`src/rtl/mem_arb_pkg.sv`:
```
// Shared definitions for the unified-memory port arbiter: FSM state encoding,
// requester owner codes and default bus widths.
package mem_arb_pkg;

    localparam int DEF_AW = 32;
    localparam int DEF_DW = 32;

    typedef enum logic [1:0] {
        IDLE   = 2'b00,
        I_BUSY = 2'b01,
        D_BUSY = 2'b10
    } arb_state_t;

    typedef enum logic {
        OWN_I = 1'b0,
        OWN_D = 1'b1
    } owner_t;

    // Only meaningful in a busy state; IDLE maps to OWN_I but is masked by the caller.
    function automatic owner_t owner_of(arb_state_t s);
        return (s == D_BUSY) ? OWN_D : OWN_I;
    endfunction

endpackage

```
`src/rtl/mem_port_arbiter_if.sv`:
```
// Requester (fetch/data) and memory-side signal bundle for mem_port_arbiter.
// slave = arbiter view, master = pipeline/memory view.
interface mem_port_arbiter_if
    import mem_arb_pkg::*;
#(
    parameter int AW = DEF_AW,
    parameter int DW = DEF_DW
) ();

    logic          i_req;
    logic [AW-1:0] i_addr;
    logic [DW-1:0] i_rdata;
    logic          i_valid;

    logic          d_req;
    logic          d_we;
    logic [AW-1:0] d_addr;
    logic [DW-1:0] d_wdata;
    logic [DW-1:0] d_rdata;
    logic          d_valid;

    logic          stall_f;
    logic          stall_m;

    logic          mem_req;
    logic          mem_we;
    logic [AW-1:0] mem_addr;
    logic [DW-1:0] mem_wdata;
    logic          mem_done;
    logic [DW-1:0] mem_rdata;

    modport slave (
        input  i_req, i_addr, d_req, d_we, d_addr, d_wdata, mem_done, mem_rdata,
        output i_rdata, i_valid, d_rdata, d_valid, stall_f, stall_m,
               mem_req, mem_we, mem_addr, mem_wdata
    );

    modport master (
        output i_req, i_addr, d_req, d_we, d_addr, d_wdata, mem_done, mem_rdata,
        input  i_rdata, i_valid, d_rdata, d_valid, stall_f, stall_m,
               mem_req, mem_we, mem_addr, mem_wdata
    );

endinterface

```
`src/rtl/mem_arb_perf.sv`:
```
// Wrapping stall/conflict event counters for the port arbiter.
// Compiled only when MEM_PORT_ARBITER_PERF_EN is defined.
`ifdef MEM_PORT_ARBITER_PERF_EN
module mem_arb_perf (
    input  logic        clk,
    input  logic        rst,
    input  logic        i_stall_f,
    input  logic        i_stall_m,
    input  logic        i_conflict,
    output logic [31:0] o_i_wait,
    output logic [31:0] o_d_wait,
    output logic [31:0] o_conflict
);

    logic [31:0] r_i_wait;
    logic [31:0] r_d_wait;
    logic [31:0] r_conflict;

    always_ff @(posedge clk) begin
        if (!rst) begin
            r_i_wait   <= '0;
            r_d_wait   <= '0;
            r_conflict <= '0;
        end else begin
            if (i_stall_f)  r_i_wait   <= r_i_wait + 32'd1;
            if (i_stall_m)  r_d_wait   <= r_d_wait + 32'd1;
            if (i_conflict) r_conflict <= r_conflict + 32'd1;
        end
    end

    assign o_i_wait   = r_i_wait;
    assign o_d_wait   = r_d_wait;
    assign o_conflict = r_conflict;

endmodule
`endif

```
`src/rtl/mem_port_arbiter.sv`:
```
// Shares one variable-latency memory between the fetch and data ports, data first.
// Optional perf counters are enabled with MEM_PORT_ARBITER_PERF_EN.
module mem_port_arbiter
    import mem_arb_pkg::*;
#(
    parameter int AW = DEF_AW,
    parameter int DW = DEF_DW
) (
    input  logic                 clk,
    input  logic                 rst,
    mem_port_arbiter_if.slave    bus
`ifdef MEM_PORT_ARBITER_PERF_EN
    ,
    output logic [31:0]          perf_i_wait,
    output logic [31:0]          perf_d_wait,
    output logic [31:0]          perf_conflict
`endif
);

    arb_state_t    r_state;
    logic          r_mem_req;
    logic          r_mem_we;
    logic [AW-1:0] r_mem_addr;
    logic [DW-1:0] r_mem_wdata;

    logic w_busy;
    logic w_fire;
    logic w_i_valid;
    logic w_d_valid;
    logic w_stall_f;
    logic w_stall_m;

    // Valid is masked by reset so a done coinciding with reset never completes.
    assign w_busy    = (r_state == I_BUSY) || (r_state == D_BUSY);
    assign w_fire    = rst && w_busy && bus.mem_done;
    assign w_i_valid = w_fire && (owner_of(r_state) == OWN_I);
    assign w_d_valid = w_fire && (owner_of(r_state) == OWN_D);
    assign w_stall_f = bus.i_req && !w_i_valid;
    assign w_stall_m = bus.d_req && !w_d_valid;

    always_ff @(posedge clk) begin
        if (!rst) begin
            r_state     <= IDLE;
            r_mem_req   <= 1'b0;
            r_mem_we    <= 1'b0;
            r_mem_addr  <= '0;
            r_mem_wdata <= '0;
        end else begin
            case (r_state)
                IDLE: begin
                    if (bus.d_req) begin
                        r_state     <= D_BUSY;
                        r_mem_req   <= 1'b1;
                        r_mem_we    <= bus.d_we;
                        r_mem_addr  <= bus.d_addr;
                        r_mem_wdata <= bus.d_wdata;
                    end else if (bus.i_req) begin
                        r_state    <= I_BUSY;
                        r_mem_req  <= 1'b1;
                        r_mem_we   <= 1'b0;
                        r_mem_addr <= bus.i_addr;
                    end
                end
                // Completion always returns to IDLE, which enforces the idle gap.
                I_BUSY, D_BUSY: begin
                    if (bus.mem_done) begin
                        r_state   <= IDLE;
                        r_mem_req <= 1'b0;
                    end
                end
                default: begin
                    r_state   <= IDLE;
                    r_mem_req <= 1'b0;
                end
            endcase
        end
    end

    assign bus.mem_req   = r_mem_req;
    assign bus.mem_we    = r_mem_we;
    assign bus.mem_addr  = r_mem_addr;
    assign bus.mem_wdata = r_mem_wdata;

    assign bus.i_valid = w_i_valid;
    assign bus.d_valid = w_d_valid;
    assign bus.i_rdata = w_i_valid ? bus.mem_rdata : '0;
    assign bus.d_rdata = w_d_valid ? bus.mem_rdata : '0;
    assign bus.stall_f = w_stall_f;
    assign bus.stall_m = w_stall_m;

`ifdef MEM_PORT_ARBITER_PERF_EN
    logic w_conflict;

    assign w_conflict = (r_state == IDLE) && bus.i_req && bus.d_req;

    mem_arb_perf u_perf (
        .clk        (clk),
        .rst        (rst),
        .i_stall_f  (w_stall_f),
        .i_stall_m  (w_stall_m),
        .i_conflict (w_conflict),
        .o_i_wait   (perf_i_wait),
        .o_d_wait   (perf_d_wait),
        .o_conflict (perf_conflict)
    );
`endif

endmodule

```
`src/flat_wrapper.sv`:
```
// flat-port wrapper written by rule: the top's interface ports become plain ports
module mem_port_arbiter_flat import mem_arb_pkg::*;
#(
    parameter int AW = DEF_AW,
    parameter int DW = DEF_DW
)
  (clk, rst, bus_i_req, bus_i_addr, bus_d_req, bus_d_we, bus_d_addr, bus_d_wdata, bus_mem_done, bus_mem_rdata, bus_i_rdata, bus_i_valid, bus_d_rdata, bus_d_valid, bus_stall_f, bus_stall_m, bus_mem_req, bus_mem_we, bus_mem_addr, bus_mem_wdata);
  mem_port_arbiter_if #(.AW(AW), .DW(DW)) bus_i ();
  input  logic clk;
  input  logic rst;
  input wire logic [$bits(bus_i.i_req)-1:0] bus_i_req;
  input wire logic [$bits(bus_i.i_addr)-1:0] bus_i_addr;
  input wire logic [$bits(bus_i.d_req)-1:0] bus_d_req;
  input wire logic [$bits(bus_i.d_we)-1:0] bus_d_we;
  input wire logic [$bits(bus_i.d_addr)-1:0] bus_d_addr;
  input wire logic [$bits(bus_i.d_wdata)-1:0] bus_d_wdata;
  input wire logic [$bits(bus_i.mem_done)-1:0] bus_mem_done;
  input wire logic [$bits(bus_i.mem_rdata)-1:0] bus_mem_rdata;
  output wire logic [$bits(bus_i.i_rdata)-1:0] bus_i_rdata;
  output wire logic [$bits(bus_i.i_valid)-1:0] bus_i_valid;
  output wire logic [$bits(bus_i.d_rdata)-1:0] bus_d_rdata;
  output wire logic [$bits(bus_i.d_valid)-1:0] bus_d_valid;
  output wire logic [$bits(bus_i.stall_f)-1:0] bus_stall_f;
  output wire logic [$bits(bus_i.stall_m)-1:0] bus_stall_m;
  output wire logic [$bits(bus_i.mem_req)-1:0] bus_mem_req;
  output wire logic [$bits(bus_i.mem_we)-1:0] bus_mem_we;
  output wire logic [$bits(bus_i.mem_addr)-1:0] bus_mem_addr;
  output wire logic [$bits(bus_i.mem_wdata)-1:0] bus_mem_wdata;
  assign bus_i.i_req = bus_i_req;
  assign bus_i.i_addr = bus_i_addr;
  assign bus_i.d_req = bus_d_req;
  assign bus_i.d_we = bus_d_we;
  assign bus_i.d_addr = bus_d_addr;
  assign bus_i.d_wdata = bus_d_wdata;
  assign bus_i.mem_done = bus_mem_done;
  assign bus_i.mem_rdata = bus_mem_rdata;
  assign bus_i_rdata = bus_i.i_rdata;
  assign bus_i_valid = bus_i.i_valid;
  assign bus_d_rdata = bus_i.d_rdata;
  assign bus_d_valid = bus_i.d_valid;
  assign bus_stall_f = bus_i.stall_f;
  assign bus_stall_m = bus_i.stall_m;
  assign bus_mem_req = bus_i.mem_req;
  assign bus_mem_we = bus_i.mem_we;
  assign bus_mem_addr = bus_i.mem_addr;
  assign bus_mem_wdata = bus_i.mem_wdata;
  mem_port_arbiter #(.AW(AW), .DW(DW)) u_core (.clk(clk), .rst(rst), .bus(bus_i));
endmodule
```
`config.mk`:
```
export PLATFORM = sky130hd
export DESIGN_NAME = mem_port_arbiter_flat
export DESIGN_NICKNAME = d
export VERILOG_FILES = /design/src/rtl/mem_arb_pkg.sv /design/src/rtl/mem_port_arbiter_if.sv /design/src/rtl/mem_arb_perf.sv /design/src/rtl/mem_port_arbiter.sv /design/src/flat_wrapper.sv
export SDC_FILE = /design/constraint.sdc
export NUM_CORES = 1
export LEC_CHECK = 0
export BUFFER_PORTS_ARGS = -buffer_cell sky130_fd_sc_hd__buf_2
export CAP_MARGIN = 5
export CORE_AREA = 2 2 105 107
export DETAILED_ROUTE_END_ITERATION = 10
export DIE_AREA = 0 0 107 109
export PLACE_DENSITY_LB_ADDON = 0.25
export RECOVER_POWER = 50
export SYNTH_ARGS = -nofsm -noshare
export SYNTH_HDL_FRONTEND = slang
export SYNTH_SLANG_ARGS = --single-unit
```
`constraint.sdc`:
```
create_clock -name clk -period 2.7 [get_ports clk]
set_clock_uncertainty 0.1 [all_clocks]
set_input_delay 0 -clock clk [delete_from_list [all_inputs] [get_ports clk]]
set_output_delay 0 -clock clk [all_outputs]
set_load 0.01 [all_outputs]
```
==> metrics <==
DR WL/cell=14.3 µm; cell row count=38; dpl ws=0.978 ns; Post-synth EDFFs=0; pwr dens=474 nW/µm²; max-slew violation count=0; setup ws final=0.329 ns; number of placed cells counting well taps=739; DRT Pass-1 Iters=4; global route overflow=0; average size of a mapped cell=9.11 µm²; Residual DRC=0; vias in the first global route=3814; # IOs=268; largest net degree at the start of global routing=35; hpwl dp=8.37 mm; critical path capture point type=register; die height=109 µm; CP peak stage delay=0.57 ns; CTS tree=done; # setup viols final=0; slowest CP cell=dlygate4sd3_1; mapped cell area=3200 µm²; Psw=0.000821 W; max_cap viols=0; Tot Pwr=0.00272 W; first-pass GRT wire length=18.3 mm; Crit path top cell by count=dlygate4sd3_1; Synthesized Nets=487; share of cells above drive strength 1=31.6%; setup TNS=0 ns; Layout fillers=1003; Leakage=2.77 nW; crit path DAT=2.55 ns; max frequency=0.422 GHz; Slew headroom=6.12%; via count=3861; drt initial violations=227; Initial Util=30.2%; Root Buffer=clkbuf_8; final cell count without fillers=859; Worst VDD drop=254 µV; #FFs+latches synth=68; GRT Total Usage=20.1%; Async S/R FF share, synth=0%; Worst Tran Pin Value=1.41 ns; Hold WC Path Type=in2out; CTS Buffer Depth=2; Synth warnings=0; vias per cell=4.49; Bufs and invs on worst path=3; Crit path max-delay family=buffers and inverters; setup bufs post-CTS=0; Post-Route WL=12.3 mm; Clock Latency Late Sink=0.34 ns; n_diodes=0; fin nets=850; Netlist cell types=23; TritonCTS Buffers=9; Die Width=107 µm; gpl congestion=0.777; Gate power share=27.0%; CTS Sinks=68; Die ar.=11700 µm²; fin crit share=87.8%; initial antenna violation count=0; startpoint types=register; H-tree depth=3; Synth Instances=351; post-route ant nets=0; crit-path max FO=3; crit path cell chain=inv_1 > ha_1 > nor2b_1 > o21ai_0 > dlygate4sd3_1 > a21oi_1 > dlygate4sd3_1; crit path kind=reg2reg; sequential element share of the synthesized area=42.6%; switching fraction of total power=30.1%; part of the power in registers=42.8%; Final Util=54.2%; post-layout min period=2.37 ns; Top FF cell, synth=dfxtp_1; area grow syn2layout=79.8%; Clock transition at path regs=0.07 ns; WP data required=2.88 ns; internal power=0.00190 W; clock group share of total power=30.2%; RSZ-0062 raised after global routing=no; Final Hold Fails=0; core footprint=10600 µm²; PortBufs=267; run status=finished, final reports clean
==> metrics by stage <==
stage / area [µm²] / hold slack (ns)
CTS: 5840 / 0.196
floorplan: 3200 / 0.00865
finish: 5750 / 0.194
detailed placement: 4600 / 0.145
global route: 5750 / 0.211
global placement: 4600 / 0.139
==> final timing paths <==
path	startpoint	to	slack [ns]	cells past startpoint
min	bus_mem_rdata[11]	bus_d_rdata[11]	0.19	3
max	u_core.r_state[1]	u_core.bus.mem_req	0.33	7
min reg2reg	u_core.bus.mem_wdata[3]	u_core.bus.mem_wdata[3]	0.36	2
max reg2reg	u_core.r_state[1]	u_core.bus.mem_req	0.33	7
==> cells in the mapped netlist, types with 2 or more instances <==
cell type,number,area [µm²]
mux2i_1,32,320
nand3_1,2,10.0
nor2b_1,3,18.8
ha_1,2,25.0
o2bb2ai_1,32,280
clkbuf_1,3,11.3
buf_4,7,52.6
nor2_2,2,12.5
a21boi_0,3,22.5
dfxtp_1,68,1360
nor2_1,2,7.51
a21oi_1,3,15.0
and2_1,66,413
buf_6,3,33.8
nand2_1,66,248
inv_1,5,18.8
a21boi_1,29,218
buf_2,15,75.1
o21ai_0,4,20.0
==> metal layers <==
metal,GRT usage [%],share of wire (%)
met2,39.5,54
met5,0,0
met3,4.30,6.1
met1,20.1,37
met4,9.46,3.1
==> cell type report <==
class | count | area, µm² | share of cell area, %
Timing Repair Buffer | 380 | 2360 | 41.0
Multi-Input combinational cell | 250 | 1640 | 28.6
Sequential cell | 68 | 1360 | 23.7
Tap cell | 140 | 175 | 3.05
Clock buffer | 10 | 128 | 2.22
Clock inverter | 6 | 65.1 | 1.13
Inverter | 5 | 18.8 | 0.327
==> worst register-to-register path: cells and delay by family, from the launching register on <==
family | cells | cell delay, ns
AO/OA/AOI/OAI | 2 | 0.19
AND/OR/NAND/NOR | 1 | 0.20
buffers and inverters | 3 | 1.16
flip-flops | 1 | 0.36
adder cells (fa/ha/maj) | 1 | 0.31
==> registers in the layout (all words and copies together), names as in the netlist <==
register              flops
u_core.r_state            2
u_core.bus.mem_we         1
u_core.bus.mem_wdata     32
u_core.bus.mem_req        1
u_core.bus.mem_addr      32
==> what timing repair did <==
item / CTS / global route
resized for setup: 0 / 0
endpoints found under the hold margin: 68 / 0
hold buffers: 104 / 0
==> cells in the final DEF (no fill, tap or decap), types with 2 or more instances in the layout <==
cell type,instances
buf_2,201
nor2_1,2
a21boi_0,7
o2bb2ai_1,32
clkinv_2,2
and2_0,2
a21boi_1,25
mux2i_1,32
a21oi_1,3
dfxtp_1,68
buf_4,7
nor2_2,2
clkbuf_8,9
and2_1,64
o21ai_0,5
inv_1,5
ha_1,2
nand3_1,2
nand2_1,66
clkbuf_1,68
nor2b_1,3
clkinv_4,2
dlygate4sd3_1,104
==> power groups by stage <==
stage	clock network, W	logic, W	registers, W
after floorplan	0	0.000293	0.00123
after global placement	0	0.000608	0.00118
after detailed placement	0	0.000620	0.00118
after CTS	0.000849	0.000760	0.00116
after global routing	0.000895	0.000801	0.00118
final	0.000824	0.000734	0.00117
==> cells by family (layout without fill, tap and decap cells) <==
kind of cell | after synthesis | count (layout) | share of synthesized area, %
buffers and inverters | 33 | 401 | 5.99
multiplexers | 32 | 32 | 10.0
adder cells (fa/ha/maj) | 2 | 2 | 0.783
AO/OA/AOI/OAI | 74 | 74 | 18.2
AND/OR/NAND/NOR | 142 | 142 | 22.4
flip-flops | 68 | 68 | 42.6
(Power assumes the default switching activity.)
